===== src/rtl/uvmt_cv32e40x_sl_obi_fifo_ctrl.sv =====
// OBI handshake -> outstanding-transaction FIFO controller.
// Tracks the outstanding count and state, and flags protocol violations that would corrupt the FIFO.
package uvmt_cv32e40x_sl_obi_fifo_ctrl_pkg;
    typedef struct packed {
        logic [31:0] addr;
        logic [2:0]  prot;
        logic        dbg;
    } obi_inst_req_t;
endpackage

module uvmt_cv32e40x_sl_obi_fifo_ctrl
    import uvmt_cv32e40x_sl_obi_fifo_ctrl_pkg::*;
#(
    parameter type FIFO_TYPE_T = obi_inst_req_t,
    parameter int  FIFO_SIZE   = 2
) (
    input  logic                           clk_i,
    input  logic                           rst_ni,
    input  logic                           obi_req,
    input  logic                           obi_gnt,
    input  logic                           obi_rvalid,
    input  FIFO_TYPE_T                     obi_payload,
    output logic                           add_item,
    output logic                           shift_fifo,
    output FIFO_TYPE_T                     item_in,
    output logic [$clog2(FIFO_SIZE+1)-1:0] outstanding,
    output logic                           fifo_empty,
    output logic                           fifo_full,
    output logic                           resp_match,
    output logic                           err_overflow,
    output logic                           err_underflow,
    output logic                           err_req_drop,
    output logic                           err_req_unstable
);
    localparam int CW = $clog2(FIFO_SIZE+1);

    typedef enum logic [1:0] {S_EMPTY, S_ACTIVE, S_FULL} state_t;

    state_t         state, state_nxt;
    logic [CW-1:0]  cnt_nxt;
    logic           accept, retire;
    logic           pend;
    FIFO_TYPE_T     pend_payload;

    // A response only retires when something is outstanding; a same-cycle accept can't be answered yet.
    assign accept     = obi_req && obi_gnt;
    assign retire     = obi_rvalid && (outstanding != '0);
    assign add_item   = accept && !(fifo_full && !retire);
    assign shift_fifo = retire;
    assign resp_match = retire;
    assign item_in    = obi_payload;
    assign fifo_empty = (state == S_EMPTY);
    assign fifo_full  = (state == S_FULL);

    always_comb begin
        cnt_nxt   = outstanding;
        state_nxt = S_ACTIVE;
        if (add_item && !retire)
            cnt_nxt = outstanding + 1'b1;
        else if (retire && !add_item)
            cnt_nxt = outstanding - 1'b1;
        if (cnt_nxt == '0)
            state_nxt = S_EMPTY;
        else if (cnt_nxt == CW'(FIFO_SIZE))
            state_nxt = S_FULL;
    end

    always_ff @(posedge clk_i or negedge rst_ni) begin
        if (!rst_ni) begin
            state       <= S_EMPTY;
            outstanding <= '0;
        end else begin
            state       <= state_nxt;
            outstanding <= cnt_nxt;
        end
    end

    always_ff @(posedge clk_i or negedge rst_ni) begin
        if (!rst_ni) begin
            pend         <= 1'b0;
            pend_payload <= '0;
        end else if (obi_req && !obi_gnt) begin
            pend         <= 1'b1;
            pend_payload <= obi_payload;
        end else begin
            pend         <= 1'b0;
        end
    end

    // Sticky diagnostics; they never feed back into the control outputs.
    always_ff @(posedge clk_i or negedge rst_ni) begin
        if (!rst_ni) begin
            err_overflow     <= 1'b0;
            err_underflow    <= 1'b0;
            err_req_drop     <= 1'b0;
            err_req_unstable <= 1'b0;
        end else begin
            if (accept && fifo_full && !retire)
                err_overflow <= 1'b1;
            if (obi_rvalid && (outstanding == '0))
                err_underflow <= 1'b1;
            if (pend && !obi_req)
                err_req_drop <= 1'b1;
            if (pend && obi_req && (obi_payload != pend_payload))
                err_req_unstable <= 1'b1;
        end
    end
endmodule


===== config.mk =====
export PLATFORM = sky130hd
export DESIGN_NAME = uvmt_cv32e40x_sl_obi_fifo_ctrl
export DESIGN_NICKNAME = d
export VERILOG_FILES = /design/src/rtl/uvmt_cv32e40x_sl_obi_fifo_ctrl.sv
export SDC_FILE = /design/constraint.sdc
export NUM_CORES = 1
export LEC_CHECK = 0
export CAP_MARGIN = 40
export CELL_PAD_IN_SITES_DETAIL_PLACEMENT = 0
export CELL_PAD_IN_SITES_GLOBAL_PLACEMENT = 1
export CORE_ASPECT_RATIO = 1.2
export CORE_MARGIN = 2
export CORE_UTILIZATION = 31
export DETAILED_ROUTE_END_ITERATION = 8
export GPL_TIMING_DRIVEN = 1
export PLACE_DENSITY_LB_ADDON = 0.25
export SYNTH_ARGS = -nofsm -noshare
export SYNTH_HDL_FRONTEND = slang
export SYNTH_SLANG_ARGS = --single-unit

===== constraint.sdc =====
create_clock -name clk_i -period 1.39 [get_ports clk_i]
set_input_delay 0.417 -clock clk_i [delete_from_list [all_inputs] [get_ports clk_i]]
set_output_delay 0.417 -clock clk_i [all_outputs]
set_load 0.05 [all_outputs]

==> results of run 1 <==
[path summary, 6_finish.rpt]
check,start,endpoint,depth (start not counted)
setup / recovery,outstanding[1]$_DFF_PN0_,add_item,5
hold / removal,rst_ni,pend_payload[0]$_DFFE_PN0P_,2
setup reg to reg,outstanding[1]$_DFF_PN0_,state[1]$_DFF_PN0_,8
hold reg to reg,pend$_DFF_PN0_,err_req_drop$_DFFE_PN0P_,1
max in group asynchronous,rst_ni,outstanding[1]$_DFF_PN0_,2
min in group clk_i,pend$_DFF_PN0_,err_req_drop$_DFFE_PN0P_,1
[cell type report]
cell class              instances  area share [%]
repair buffers                139           42.99
flip-flops and latches         44           25.94
multi-input cells             108           24.62
well taps                      92           2.709
clock buffers                   7           2.267
inverters                       4          0.7656
clock inverters                 1          0.7067
[logic make-up (layout without fill, tap and decap cells)]
logic type               after synthesis  after routing  share of synthesized area (%)
buffers and inverters                 45            151                          13.86
adder cells (fa/ha/maj)                1              1                         0.5189
flip-flops                            44             44                          45.67
AND/OR/NAND/NOR                       23             23                          6.383
XOR/XNOR                              36             36                          13.08
multiplexers                          36             36                          16.81
AO/OA/AOI/OAI                         12             12                          3.684
[worst register-to-register path: cells and delay by family, from the launching register on]
family / cells / cell delay [ns]
DFF: 1 / 0.40
and+or+nand+nor: 2 / 0.22
buffers and inverters: 3 / 0.23
AOI/OAI and AO/OA: 2 / 0.55
adders and majority gates: 1 / 0.15
[layer usage]
layer | part of all wire, % | vias up | GRT usage (%) | wire [µm]
met2 | 52 | 45 | 21.56 | 2692
met1 | 42 | 855 | 15.86 | 2196
li1 | - | 845 | - | -
met5 | 0 | - | 0 | 0
met4 | 0.69 | 0 | 4.029 | 36
met3 | 5.0 | 2 | 3.522 | 258
[sequential cells by signal, summed over array words and instances, names as in the netlist]
signal,flops
pend_payload,36
state,2
err_overflow,1
err_req_drop,1
err_req_unstable,1
err_underflow,1
outstanding,1
pend,1
[cells in the final DEF (no fill, tap or decap), types with 2 or more instances in the layout]
master,Yosys,layout
sky130_fd_sc_hd__a21o_1,3,3
sky130_fd_sc_hd__buf_12,0,52
sky130_fd_sc_hd__buf_4,38,32
sky130_fd_sc_hd__buf_6,3,13
sky130_fd_sc_hd__clkbuf_8,0,7
sky130_fd_sc_hd__clkdlybuf4s15_1,0,5
sky130_fd_sc_hd__dfrtp_1,44,43
sky130_fd_sc_hd__dlygate4sd2_1,0,32
sky130_fd_sc_hd__inv_2,1,2
sky130_fd_sc_hd__mux2_1,36,36
sky130_fd_sc_hd__nand2_2,1,2
sky130_fd_sc_hd__nand3_1,3,2
sky130_fd_sc_hd__nand4_1,8,8
sky130_fd_sc_hd__nor4_2,0,2
sky130_fd_sc_hd__o21ai_0,2,2
sky130_fd_sc_hd__xnor2_1,35,35
[power groups by stage]
stage	Sequential (mW)	Clock, mW	Combinational, mW
CTS	1.64	1.10	2.59
global route	1.67	1.16	2.87
detailed placement	1.67	0	2.45
finish	1.64	1.05	2.71
floorplan	1.75	0	1.28
global placement	1.66	0	2.42
[repair_timing]
item,in CTS,in global routing
pin swaps,18,9
setup buffers,8,3
hold buffers,0,0
resized for setup,54,14
gates cloned,1,0
endpoints found under the setup margin,83,28
==> qor.tcl, run 1 <==
set qor(async_reset_ff_share_pct) 100.0
set qor(worst_path_dominant_cell_family) {flip-flops}
set qor(route.detailed.vias_per_inst) 4.423
set qor(clock-root-buffer) {sky130_fd_sc_hd__clkbuf_8}
set qor(synth.ff_latch_count) 44
set qor(detail_route.wirelength_um) 5182
set qor(number_of_antenna_violations_at_the_first_check_in_global_routing) 0
set qor(totalNegativeSetupSlack_ns) -2.523
set qor(top_level_ports) 88
set qor(placedInstanceArea_mm2) 0.003996
set qor(ys_dominant_reg_cell) {sky130_fd_sc_hd__dfrtp_1}
set qor(synth.cell_area_mm2) 0.002411
set qor(timing.final.max_slew_violations) 0
set qor(timing.clock.skew_ns) 0.004363
set qor(footprint_of_the_flip_flops_and_latches_mm2) 0.001102
set qor(fmaxAchievable_mhz) 555.3
set qor(power.switching_mw) 1.809
set qor(critPathKind) {reg2out}
set qor(cts.path.max_buffers) 2
set qor(global_route.overflow_total) 0
set qor(static_leakage_power_nw) 1.855
set qor(pwr_total_mw) 5.407
set qor(place.detailed.hpwl_um) 3975
set qor(power_per_cell_area_mw_per_mm2) 1272
set qor(ys_warn_count) 0
set qor(final.period_utilization_pct) 129.5
set qor(power_frac_comb_pct) 50.1
set qor(setup.worst_path.start_class) {flip-flop}
set qor(crit_buf_inv) 2
set qor(fillers) 659
set qor(via_count_of_the_first_global_routing_pass) 1880
set qor(critical_path.cell_chain) {clkinv_4 -> ha_4 -> nand2b_4 -> a21oi_4 -> buf_12}
set qor(num-nets-final) 344
set qor(worstSetupEndpointType) {primary output}
set qor(die_area_mm2) 0.008502
set qor(die_h_um) 100.6
set qor(dp_cells) 382
set qor(grtUsageTotal_pct) 12.76
set qor(hold_slack_ns) 0.08381
set qor(area.growth.synth_to_final_pct) 76.23
set qor(synth_area_leader_cell) {sky130_fd_sc_hd__dfrtp_1}
set qor(violations_in_the_final_reports) {setup timing}
set qor(post_layout_utilization_of_the_core_pct) 55.76
set qor(worstHoldPathType) {in2async}
set qor(instances_no_fill) 395
set qor(timing.final.crit_period_ns) 1.801
set qor(design.core.area_mm2) 0.007620
set qor(worst-r2r-setup-slack_ns) -0.26
set qor(synth.yosys.seq_area_share_pct) 45.67
set qor(power_frac_clock_pct) 19.4
set qor(synthDistinctLibCells) 29
set qor(timing.critical_path.arrival_ns) 1.38
set qor(fin_ws_ns) -0.4107
set qor(finalSetupViolCount) 10
set qor(cp_data_required_time_ns) 0.97
set qor(placement.setup.worst_slack_ns) -0.5726
set qor(initial_core_utilization_pct) 31.64
set qor(power.sequential.fraction_pct) 30.4
set qor(cts-htree-levels) 2
set qor(syn-instance-count) 197
set qor(peak_ir_drop_on_the_vdd_network_v) 0.001604
set qor(synth.avg_cell_area_um2) 12.24
set qor(synth_top_area_share_pct) 45.67
set qor(clk_sink_count) 44
set qor(swShare_pct) 33.45
set qor(final_layout_size_suffix_gt1_share_pct) 42.90
set qor(first_iter_violations) 53
set qor(source_to_sink_clock_delay_at_the_later_pin_of_the_worst_skew_pair_ns) 0.28
set qor(cap_viol_max_count) 0
set qor(maxSlewHeadroom_pct) 81.43
set qor(final_cell_area_mm2) 0.004249
set qor(unrepaired_setup_endpoints_after_global_routing) {yes}
set qor(crit_slowest_cell) {sky130_fd_sc_hd__dfrtp_2}
set qor(drt_pre_antenna_iters) 4
set qor(vias) 1747
set qor(number_of_synthesized_flops_with_an_enable_pin) 0
set qor(outcome) {finished with violations}
set qor(cts_made_buffers) 5
set qor(drt.antenna.violating_nets) 0
set qor(post_drt_wl_per_cell_um) 13.12
set qor(port-buffer-count) 87
set qor(pin_count_of_the_biggest_net_entering_global_routing) 45
set qor(gpl.final_weighted_congestion) 0.8195
set qor(tritoncts) {yes}
set qor(netlist_top_cells_count) {sky130_fd_sc_hd__dfrtp_1 (44), sky130_fd_sc_hd__buf_4 (38), sky130_fd_sc_hd__mux2_1 (36)}
set qor(synth.most_common_cell) {sky130_fd_sc_hd__dfrtp_1}
set qor(max_stage_delay_ns) 0.40
set qor(fp-row-count) 35
set qor(ys_top_cells_by_area) {sky130_fd_sc_hd__dfrtp_1 (46%), sky130_fd_sc_hd__mux2_1 (17%), sky130_fd_sc_hd__xnor2_1 (13%), sky130_fd_sc_hd__buf_4 (12%), sky130_fd_sc_hd__nand4_1 (2.1%)}
set qor(die_width_um) 84.51
set qor(drc) 0
set qor(mappedNetlistNets) 239
set qor(max_slew.worst_pin.slew_ns) 0.2763
set qor(critical_path.max_fanout) 3
set qor(internal_power_mw) 3.598
set qor(wire_length_of_the_first_global_routing_pass_um) 8652
set qor(antennaDiodeCount) 0
set qor(hold_viol) 0
set qor(combined_area_of_the_multi_input_logic_cells_mm2) 0.001046
set qor(clkTransAtPathRegs_ns) 0.08
No activity file was read; power rests on OpenSTA's default activity.
==> run 2: changes to the inputs <==
--- a/config.mk
+++ b/config.mk
@@ -12,7 +12,7 @@
 export CORE_MARGIN = 2
 export CORE_UTILIZATION = 31
 export DETAILED_ROUTE_END_ITERATION = 8
-export GPL_TIMING_DRIVEN = 1
+export GPL_TIMING_DRIVEN = 0
 export PLACE_DENSITY_LB_ADDON = 0.25
 export SYNTH_ARGS = -nofsm -noshare
 export SYNTH_HDL_FRONTEND = slang
==> qor.tcl, run 2 (synthesis gave the netlist of run 1 again) <==
set qor(final_layout_size_suffix_gt1_share_pct) 42.67
set qor(first_iter_violations) 30
set qor(critical_path.max_fanout) 3
set qor(fmaxAchievable_mhz) 547.7
set qor(vias) 1742
set qor(critical_path.cell_chain) {inv_2 -> ha_4 -> nand2b_4 -> clkinv_8 -> buf_12 -> buf_12}
set qor(mostFrequentLayoutCell) {sky130_fd_sc_hd__buf_4}
set qor(layout.cells.most_common_list) {sky130_fd_sc_hd__buf_4 (49), sky130_fd_sc_hd__dfrtp_1 (43), sky130_fd_sc_hd__buf_6 (41)}
set qor(global_route.overflow_total) 0
set qor(initial_core_utilization_pct) 31.64
set qor(route.detailed.vias_per_inst) 4.366
set qor(hold_viol) 0
set qor(die_h_um) 100.6
set qor(top_level_ports) 88
set qor(via_count_of_the_first_global_routing_pass) 1764
set qor(clk_sink_count) 44
set qor(pwr_total_mw) 4.739
set qor(pin_count_of_the_biggest_net_entering_global_routing) 27
set qor(timing.critical_path.arrival_ns) 1.41
set qor(cts.path.max_buffers) 2
set qor(cts-htree-levels) 2
set qor(max_stage_delay_ns) 0.41
set qor(combined_area_of_the_multi_input_logic_cells_mm2) 0.001047
set qor(clock-root-buffer) {sky130_fd_sc_hd__clkbuf_8}
set qor(timing.final.max_slew_violations) 0
set qor(power.switching_mw) 1.704
set qor(drt.antenna.violating_nets) 0
set qor(antennaDiodeCount) 0
set qor(totalNegativeSetupSlack_ns) -2.768
set qor(maxSlewHeadroom_pct) 68.57
set qor(fillers) 697
set qor(largest_reg_flops) 36
set qor(timing.final.crit_period_ns) 1.826
set qor(top_regs) {pend_payload (36), state (2)}
set qor(worstHoldPathType) {in2async}
set qor(dp_cells) 377
set qor(gpl.final_weighted_congestion) 0.7109
set qor(cp_data_required_time_ns) 0.97
set qor(worstSetupEndpointType) {primary output}
set qor(instances_no_fill) 399
set qor(critPathKind) {reg2out}
set qor(placement.setup.worst_slack_ns) -1.203
set qor(swShare_pct) 35.96
set qor(number_of_antenna_violations_at_the_first_check_in_global_routing) 0
set qor(outcome) {finished with violations}
set qor(r2r_end) {state[1]$_DFF_PN0_}
set qor(footprint_of_the_flip_flops_and_latches_mm2) 0.001102
set qor(area.growth.synth_to_final_pct) 56.36
set qor(final_cell_area_mm2) 0.003770
set qor(violations_in_the_final_reports) {setup timing}
set qor(power_frac_clock_pct) 17.2
set qor(max_slew.worst_pin.slew_ns) 0.4714
set qor(setup.worst_path.start_class) {flip-flop}
set qor(finalSetupViolCount) 9
set qor(peak_ir_drop_on_the_vdd_network_v) 0.0009822
set qor(final.period_utilization_pct) 131.3
set qor(internal_power_mw) 3.035
set qor(power.sequential.fraction_pct) 34.8
set qor(crit_slowest_cell) {sky130_fd_sc_hd__dfrtp_1}
set qor(worst_reg2reg_startpoint) {state[0]$_DFF_PN0_}
set qor(die_area_mm2) 0.008502
set qor(tritoncts) {yes}
set qor(timing.clock.skew_ns) 0.001712
set qor(port-buffer-count) 87
set qor(worst_path_dominant_cell_family) {flip-flops}
set qor(timing.reg2reg.worst_path_depth) 9
set qor(cts_made_buffers) 5
set qor(power_frac_comb_pct) 48.0
set qor(placedInstanceArea_mm2) 0.003487
set qor(drc) 0
set qor(regMostFlops) {pend_payload}
set qor(power_per_cell_area_mw_per_mm2) 1257
set qor(detail_route.wirelength_um) 5007
set qor(worst-r2r-setup-slack_ns) -0.38
set qor(cap_viol_max_count) 0
set qor(unrepaired_setup_endpoints_after_global_routing) {yes}
set qor(source_to_sink_clock_delay_at_the_later_pin_of_the_worst_skew_pair_ns) 0.28
set qor(fin_ws_ns) -0.4357
set qor(die_width_um) 84.51
set qor(fp-row-count) 35
set qor(num-nets-final) 348
set qor(place.detailed.hpwl_um) 3806
set qor(clkTransAtPathRegs_ns) 0.08
set qor(crit_buf_inv) 4
set qor(static_leakage_power_nw) 1.646
set qor(wire_length_of_the_first_global_routing_pass_um) 8245
set qor(design.core.area_mm2) 0.007620
set qor(post_drt_wl_per_cell_um) 12.55
set qor(drt_pre_antenna_iters) 4
set qor(crit_path_frequent_cell) {sky130_fd_sc_hd__buf_12}
set qor(grtUsageTotal_pct) 12.34
run 2: cell types whose count changed in the layout (fill, tap and decap cells not counted), moves of 17 or more:
| cell | before | now |
|---|---|---|
| sky130_fd_sc_hd__buf_4 | 32 | 49 |
| sky130_fd_sc_hd__dlygate4sd2_1 | 32 | 4 |
| sky130_fd_sc_hd__buf_6 | 13 | 41 |
| sky130_fd_sc_hd__buf_12 | 52 | 3 |
| sky130_fd_sc_hd__clkdlybuf4s15_1 | 5 | 34 |
run 2: timing repair:
item | in CTS | in global routing
buffers inserted | 11 | 3
resized for setup | 379 | 30
endpoints found under the hold margin | 0 | 0
hold buffers | 0 | 0
pin swaps | 5 | 4
endpoints found under the setup margin | 87 | 34
run 2: worst max-delay path by stage:
stage	depth (start not counted)	slack [ns]	start	endpoint
global placement	1	-1.61	rst_ni	outstanding[1]$_DFF_PN0_
detailed placement	4	-1.20	obi_gnt	add_item
floorplan	4	-0.35	outstanding[1]$_DFF_PN0_	add_item
finish	6	-0.44	state[0]$_DFF_PN0_	shift_fifo
CTS	6	-0.45	state[0]$_DFF_PN0_	shift_fifo
global route	6	-0.51	state[0]$_DFF_PN0_	shift_fifo
run 2: final cells by class:
| type | count | area share, % |
|---|---|---|
| clock buffer | 8 | 2.390 |
| timing repair buffer | 102 | 27.88 |
| multi-input combinational | 108 | 27.78 |
| buffer | 41 | 8.795 |
| inverter | 4 | 0.8629 |
| tap | 92 | 3.053 |
| sequential | 44 | 29.24 |
run 2: power groups by stage:
stage	combinational, mW	clock (mW)	sequential (mW)
2_1_floorplan	1.28	0	1.75
3_3_place_gp	1.94	0	1.66
3_5_place_dp	1.96	0	1.67
4_1_cts	2.20	0.854	1.65
5_1_grt	2.42	0.923	1.68
6_report	2.28	0.815	1.65
run 2: per-layer routing:
layer,GRT usage [%],part of all wire [%]
met3,3.030,4.3
met1,15.68,42
met2,20.29,51
met5,0,0
met4,4.762,1.8
run 2: through the flow:
step	util, %	hold slack, ns
5_1_grt	49.47	0.09091
3_5_place_dp	45.76	0.4043
6_report	49.47	0.07431
4_1_cts	48.47	0.08640
3_3_place_gp	45.57	0.4423
2_1_floorplan	-	0.1214
